<file path="config.mk">
export PLATFORM = sky130hd
export DESIGN_NAME = mem_port_arbiter_flat
export DESIGN_NICKNAME = d
export VERILOG_FILES = /design/src/rtl/mem_port_arbiter_if.sv /design/src/rtl/mem_port_arbiter.sv /design/src/flat_wrapper.sv
export SDC_FILE = /design/constraint.sdc
export NUM_CORES = 1
export LEC_CHECK = 0
export CAP_MARGIN = 20
export CORE_MARGIN = 2
export CORE_UTILIZATION = 40
export CTS_BUF_LIST = sky130_fd_sc_hd__clkbuf_4 sky130_fd_sc_hd__clkbuf_8
export DETAILED_ROUTE_END_ITERATION = 16
export PLACE_DENSITY = 0.86
export SKIP_CTS_REPAIR_TIMING = 1
export SLEW_MARGIN = 20
export SYNTH_ARGS = -nofsm -noshare
export SYNTH_HDL_FRONTEND = slang
export SYNTH_SLANG_ARGS = --single-unit
</file>
<file path="constraint.sdc">
create_clock -name clk -period 5.24 [get_ports clk]
set_input_delay 1.048 -clock clk [delete_from_list [all_inputs] [get_ports clk]]
set_output_delay 1.048 -clock clk [all_outputs]
set_load 0.01 [all_outputs]
</file>
<file path="src/rtl/mem_port_arbiter_if.sv">
// Bundles the two requester ports and the memory macro port of the shared-memory arbiter.
// The slave view is the arbiter; the master view is the pipeline plus memory side.
interface mem_port_arbiter_if #(
    parameter int ADDR_W = 32,
    parameter int DATA_W = 32
);
    logic              if_req;
    logic [ADDR_W-1:0] if_addr;
    logic [DATA_W-1:0] if_rdata;
    logic              if_done;
    logic              if_stall;

    logic              d_req;
    logic              d_we;
    logic [ADDR_W-1:0] d_addr;
    logic [DATA_W-1:0] d_wdata;
    logic [DATA_W-1:0] d_rdata;
    logic              d_done;
    logic              d_stall;

    logic              mem_req;
    logic              mem_we;
    logic [ADDR_W-1:0] mem_addr;
    logic [DATA_W-1:0] mem_wdata;
    logic [DATA_W-1:0] mem_rdata;
    logic              mem_done;
    logic              bus_err;

    modport slave (
        input  if_req, if_addr, d_req, d_we, d_addr, d_wdata, mem_rdata, mem_done,
        output if_rdata, if_done, if_stall, d_rdata, d_done, d_stall,
               mem_req, mem_we, mem_addr, mem_wdata, bus_err
    );

    modport master (
        output if_req, if_addr, d_req, d_we, d_addr, d_wdata, mem_rdata, mem_done,
        input  if_rdata, if_done, if_stall, d_rdata, d_done, d_stall,
               mem_req, mem_we, mem_addr, mem_wdata, bus_err
    );
endinterface

</file>
<file path="src/rtl/mem_port_arbiter.sv">
// Shares one single-ported memory between instruction fetch and data load/store,
// with data priority, a fetch-starvation guard and a watchdog on hung accesses.
module mem_port_arbiter #(
    parameter int ADDR_W         = 32,
    parameter int DATA_W         = 32,
    parameter int MAX_DATA_BURST = 4,
    parameter int TIMEOUT        = 16
) (
    input logic               clk,
    input logic               rst_n,
    mem_port_arbiter_if.slave bus
);

    typedef enum logic [1:0] {IDLE, FETCH, DATA} state_e;

    localparam logic [3:0] BURST_MAX = 4'(MAX_DATA_BURST);
    localparam logic [7:0] WD_LAST   = 8'(TIMEOUT - 1);

    state_e            state_q, state_d;
    logic [3:0]        burst_cnt_q, burst_cnt_d;
    logic [7:0]        wd_cnt_q, wd_cnt_d;
    logic              mem_req_q, mem_req_d;
    logic              mem_we_q, mem_we_d;
    logic [ADDR_W-1:0] mem_addr_q, mem_addr_d;
    logic [DATA_W-1:0] mem_wdata_q, mem_wdata_d;
    logic              bus_err_q, bus_err_d;

    logic              if_done, d_done;
    logic [DATA_W-1:0] if_rdata, d_rdata;
    logic              mem_hit, timeout, grant_data, grant_fetch;

    always_ff @(posedge clk) begin
        if (!rst_n) begin
            state_q     <= IDLE;
            burst_cnt_q <= '0;
            wd_cnt_q    <= '0;
            mem_req_q   <= 1'b0;
            mem_we_q    <= 1'b0;
            mem_addr_q  <= '0;
            mem_wdata_q <= '0;
            bus_err_q   <= 1'b0;
        end else begin
            state_q     <= state_d;
            burst_cnt_q <= burst_cnt_d;
            wd_cnt_q    <= wd_cnt_d;
            mem_req_q   <= mem_req_d;
            mem_we_q    <= mem_we_d;
            mem_addr_q  <= mem_addr_d;
            mem_wdata_q <= mem_wdata_d;
            bus_err_q   <= bus_err_d;
        end
    end

    always_comb begin
        state_d     = state_q;
        burst_cnt_d = burst_cnt_q;
        wd_cnt_d    = wd_cnt_q;
        mem_req_d   = mem_req_q;
        mem_we_d    = mem_we_q;
        mem_addr_d  = mem_addr_q;
        mem_wdata_d = mem_wdata_q;
        bus_err_d   = 1'b0;
        if_done     = 1'b0;
        d_done      = 1'b0;
        if_rdata    = '0;
        d_rdata     = '0;
        // mem_done only counts while an access is outstanding
        mem_hit     = bus.mem_done & mem_req_q;
        timeout     = (wd_cnt_q == WD_LAST) & ~mem_hit;
        grant_data  = bus.d_req & (~bus.if_req | (burst_cnt_q != BURST_MAX));
        grant_fetch = bus.if_req & ~grant_data;

        case (state_q)
            IDLE: begin
                if (grant_data) begin
                    state_d     = DATA;
                    mem_req_d   = 1'b1;
                    mem_we_d    = bus.d_we;
                    mem_addr_d  = bus.d_addr;
                    mem_wdata_d = bus.d_wdata;
                    wd_cnt_d    = '0;
                    if (!bus.if_req)
                        burst_cnt_d = '0;
                    else if (burst_cnt_q != 4'd15)
                        burst_cnt_d = burst_cnt_q + 4'd1;
                end else if (grant_fetch) begin
                    state_d     = FETCH;
                    mem_req_d   = 1'b1;
                    mem_we_d    = 1'b0;
                    mem_addr_d  = bus.if_addr;
                    wd_cnt_d    = '0;
                    burst_cnt_d = '0;
                end
            end
            FETCH, DATA: begin
                if (mem_hit || timeout) begin
                    if (state_q == FETCH) begin
                        if_done  = 1'b1;
                        if_rdata = mem_hit ? bus.mem_rdata : '0;
                    end else begin
                        d_done  = 1'b1;
                        d_rdata = (mem_hit && !mem_we_q) ? bus.mem_rdata : '0;
                    end
                    state_d   = IDLE;
                    mem_req_d = 1'b0;
                    bus_err_d = timeout;
                end else begin
                    wd_cnt_d = wd_cnt_q + 8'd1;
                end
            end
            default: state_d = IDLE;
        endcase
    end

    assign bus.if_done   = if_done;
    assign bus.if_rdata  = if_rdata;
    assign bus.d_done    = d_done;
    assign bus.d_rdata   = d_rdata;
    assign bus.if_stall  = bus.if_req & ~if_done;
    assign bus.d_stall   = bus.d_req & ~d_done;
    assign bus.mem_req   = mem_req_q;
    assign bus.mem_we    = mem_we_q;
    assign bus.mem_addr  = mem_addr_q;
    assign bus.mem_wdata = mem_wdata_q;
    assign bus.bus_err   = bus_err_q;

endmodule

</file>
<file path="src/flat_wrapper.sv">
// flat-port wrapper written by rule: the top's interface ports become plain ports
module mem_port_arbiter_flat 
#(
    parameter int ADDR_W         = 32,
    parameter int DATA_W         = 32,
    parameter int MAX_DATA_BURST = 4,
    parameter int TIMEOUT        = 16
)
  (clk, rst_n, bus_if_req, bus_if_addr, bus_d_req, bus_d_we, bus_d_addr, bus_d_wdata, bus_mem_rdata, bus_mem_done, bus_if_rdata, bus_if_done, bus_if_stall, bus_d_rdata, bus_d_done, bus_d_stall, bus_mem_req, bus_mem_we, bus_mem_addr, bus_mem_wdata, bus_bus_err);
  mem_port_arbiter_if #(.ADDR_W(ADDR_W), .DATA_W(DATA_W)) bus_i ();
  input logic clk;
  input logic rst_n;
  input wire logic [$bits(bus_i.if_req)-1:0] bus_if_req;
  input wire logic [$bits(bus_i.if_addr)-1:0] bus_if_addr;
  input wire logic [$bits(bus_i.d_req)-1:0] bus_d_req;
  input wire logic [$bits(bus_i.d_we)-1:0] bus_d_we;
  input wire logic [$bits(bus_i.d_addr)-1:0] bus_d_addr;
  input wire logic [$bits(bus_i.d_wdata)-1:0] bus_d_wdata;
  input wire logic [$bits(bus_i.mem_rdata)-1:0] bus_mem_rdata;
  input wire logic [$bits(bus_i.mem_done)-1:0] bus_mem_done;
  output wire logic [$bits(bus_i.if_rdata)-1:0] bus_if_rdata;
  output wire logic [$bits(bus_i.if_done)-1:0] bus_if_done;
  output wire logic [$bits(bus_i.if_stall)-1:0] bus_if_stall;
  output wire logic [$bits(bus_i.d_rdata)-1:0] bus_d_rdata;
  output wire logic [$bits(bus_i.d_done)-1:0] bus_d_done;
  output wire logic [$bits(bus_i.d_stall)-1:0] bus_d_stall;
  output wire logic [$bits(bus_i.mem_req)-1:0] bus_mem_req;
  output wire logic [$bits(bus_i.mem_we)-1:0] bus_mem_we;
  output wire logic [$bits(bus_i.mem_addr)-1:0] bus_mem_addr;
  output wire logic [$bits(bus_i.mem_wdata)-1:0] bus_mem_wdata;
  output wire logic [$bits(bus_i.bus_err)-1:0] bus_bus_err;
  assign bus_i.if_req = bus_if_req;
  assign bus_i.if_addr = bus_if_addr;
  assign bus_i.d_req = bus_d_req;
  assign bus_i.d_we = bus_d_we;
  assign bus_i.d_addr = bus_d_addr;
  assign bus_i.d_wdata = bus_d_wdata;
  assign bus_i.mem_rdata = bus_mem_rdata;
  assign bus_i.mem_done = bus_mem_done;
  assign bus_if_rdata = bus_i.if_rdata;
  assign bus_if_done = bus_i.if_done;
  assign bus_if_stall = bus_i.if_stall;
  assign bus_d_rdata = bus_i.d_rdata;
  assign bus_d_done = bus_i.d_done;
  assign bus_d_stall = bus_i.d_stall;
  assign bus_mem_req = bus_i.mem_req;
  assign bus_mem_we = bus_i.mem_we;
  assign bus_mem_addr = bus_i.mem_addr;
  assign bus_mem_wdata = bus_i.mem_wdata;
  assign bus_bus_err = bus_i.bus_err;
  mem_port_arbiter #(.ADDR_W(ADDR_W), .DATA_W(DATA_W), .MAX_DATA_BURST(MAX_DATA_BURST), .TIMEOUT(TIMEOUT)) u_core (.clk(clk), .rst_n(rst_n), .bus(bus_i));
endmodule
</file>
==> metrics <==
status finished clean; pre-CTS setup slack roughly 940 ps; Slew HR 39.8%; number of enable flip-flop cells after synthesis 0; initial drt markers roughly 140; DIE AREA between 10,000 and 15,000 sq um; maximum fanout along the worst path 32; cts bufs inserted 9; post-detailed-route count of antenna-violating nets 0; CP Data Required Time approximately 4200 ps; RSZ-0062 raised after global routing false; HPWL reported at the end of detailed placement 10,600 um; post-synth top area cell dfxtp_1; total global-route track usage 23.7%; number of fill cells between 700 and 800; Syn Inst Count between 400 and 500; GPL Wtd Cong between 1 and 1.5; Hold Crit Class register to register; Root Driver clkbuf_8; Worst Clk Skew between 7 and 8 ps; Initial Utilization approximately two fifths; Avg WL per Cell between 15 and 20 um; Syn-to-layout area delta 69.7%; P per Cell Area 266 nW/um^2; Worst EP arrival around 3300 ps; drt total wl 13,500 um; main flop type after synthesis dfxtp_1; first-pass GRT wire length between 20,000 and 25,000 um; clock latency on the worst-skew pair about 360 ps; YS warnings 0; crit-path cells clkdlybuf4s50_1 > and3_1 > nor3b_4 > and2_1 > clkdlybuf4s50_1; Worst-path clk slew around 80 ps; Die X around 110 um; Clock Path Buffers 2; I/O Pins between 200 and 300; ranking of synthesized cells by area dfxtp_1, mux2i_1, and3_1; critical path capture point type primary output; RR Startpoint u_core.state_q[0]$_SDFFE_PN0P_; Pleak between 0.002 and 0.003 uW; vias in the first global route 4,170; number of H-tree levels 3; post-synth top area share 39.7%; Final Slew Violations 0; port bufs between 200 and 300; Core ar. roughly 9900 sq um; DR vias 4,244; worst-margin pin slew approximately 900 ps; share of cells above drive strength 1 4.56%; # rows 36; WS Path Type input pin to primary output; worst vdd ir 0.160 mV; vias per cell about 5.1; pin count of the biggest net entering global routing 69; CP max stage delay just over 700 ps; total gr overflow 0; First-pass DRT Iterations 5; Top cell by count, worst path clkdlybuf4s50_1; Mapped Nets ~600; commonest cells after routing, fill and taps aside clkdlybuf4s50_1, dfxtp_1, mux2i_1; placed cell area between 6000 and 7000 sq um; chip height 105 um; final instance area 6930 sq um; CTS tree done; crit share post-route 82.2%; Fin Hold WS 487 ps; hold_sp u_core.state_q[1]$_SDFFE_PN0P_; Startpoint Class input pin; Critical Path Start bus_mem_done; sequential share of the synthesized area 39.7%; Top delay family on crit path simple AND/OR/NAND/NOR gates; Nets approximately 840; most common cell after layout, fill and taps aside clkdlybuf4s50_1; Mean Syn Cell Area slightly above 9 sq um; Distinct cells, synth 54; Setup WS post-layout slightly above 900 ps; Final Setup Violations 0; max-capacitance violation count 0; critical path's slowest cell nor3b_4; setup TNS 0 ps; Synth Register Bits slightly above 80; Async SR Flop Fraction 0%; Final min period about 4300 ps; Clock Sinks 81; initial antenna violation count 1; Post-Syn Area between 4000 and 5000 sq um; Hold Vio Cnt, Final 0; # DRC 0; Worst Path Buf+Inv 2; fmax between 200 and 250 MHz
## cells in the mapped netlist (2+ instances only)
library cell / number
dfxtp_1: 81
mux2i_1: 64
a21oi_1: 39
and3_1: 37
and2_1: 36
nor2_1: 35
o21ai_0: 31
clkbuf_1: 17
nand2_1: 17
buf_2: 8
nand3_1: 8
ha_1: 6
inv_1: 6
nand4_1: 5
o21ai_1: 5
o21a_1: 4
buf_6: 3
buf_8: 3
clkbuf_2: 3
nor2b_1: 3
o32ai_1: 3
or3_1: 3
a21boi_0: 2
buf_4: 2
## cells by family after synthesis
logic type,synth area share [%]
AND/OR/NAND/NOR,22.6
AO/OA/AOI/OAI,14.4
flip-flops,39.7
multiplexers,15.7
buffers and inverters,5.85
adder cells (fa/ha/maj),1.84
## power by group
part / internal [uW] / switching (uW) / total, uW
logic: 375 / 321 / 696
clock network: 174 / 222 / 395
registers: 703 / 48.7 / 751
## layer usage
metal / part of all wire, % / GRT usage (%)
met1: 35 / 23.3
met5: 0 / 0
met2: 56 / 46.3
met3: 7.1 / 5.74
met4: 2.1 / 10.3
## registers in the layout, indices dropped and copies added (netlist names)
| register | count |
|---|---|
| u_core.bus.mem_we | 1 |
| u_core.bus.mem_req | 1 |
| u_core.wd_cnt_q | 8 |
| u_core.bus.mem_wdata | 32 |
| u_core.bus.bus_err | 1 |
| u_core.burst_cnt_q | 4 |
| u_core.state_q | 2 |
| u_core.bus.mem_addr | 32 |
## layout make-up
| class | count | area, sq um | area share, % |
|---|---|---|---|
| repair buffers | 272 | 2730 | 39.3 |
| multi-input cells | 327 | 2230 | 32.1 |
| flip-flops and latches | 81 | 1620 | 23.4 |
| well taps | 133 | 166 | 2.40 |
| clock buffers | 10 | 131 | 1.89 |
| clock inverters | 5 | 33.8 | 0.487 |
| inverters | 7 | 26.3 | 0.379 |
| diodes | 1 | 2.50 | 0.0361 |
## per-stage QoR
stage               util [%]  total power (uW)  cells
floorplan                  -              1120    451
global placement        68.4              1430    819
detailed placement      68.4              1460    819
CTS                     70.1              1850    834
global route            70.3              1950    836
finish                  70.3              1840    836
## worst register-to-register path: cells and delay by family, from the launching register on
family	cells	cell delay [ps]
AOI/OAI and AO/OA	2	360
and+or+nand+nor	2	450
DFF	1	370
buffers and inverters	2	340
adders and majority gates	1	600
## worst paths after layout
path	to	slack (ps)	cells past startpoint
setup reg to reg	u_core.wd_cnt_q[0]$_SDFFE_PN0P_	3040	7
setup / recovery	bus_d_rdata[15]	940	5
hold / removal	u_core.state_q[1]$_SDFFE_PN0P_	490	2
hold reg to reg	u_core.state_q[1]$_SDFFE_PN0P_	490	2
(Power assumes the default switching activity.)
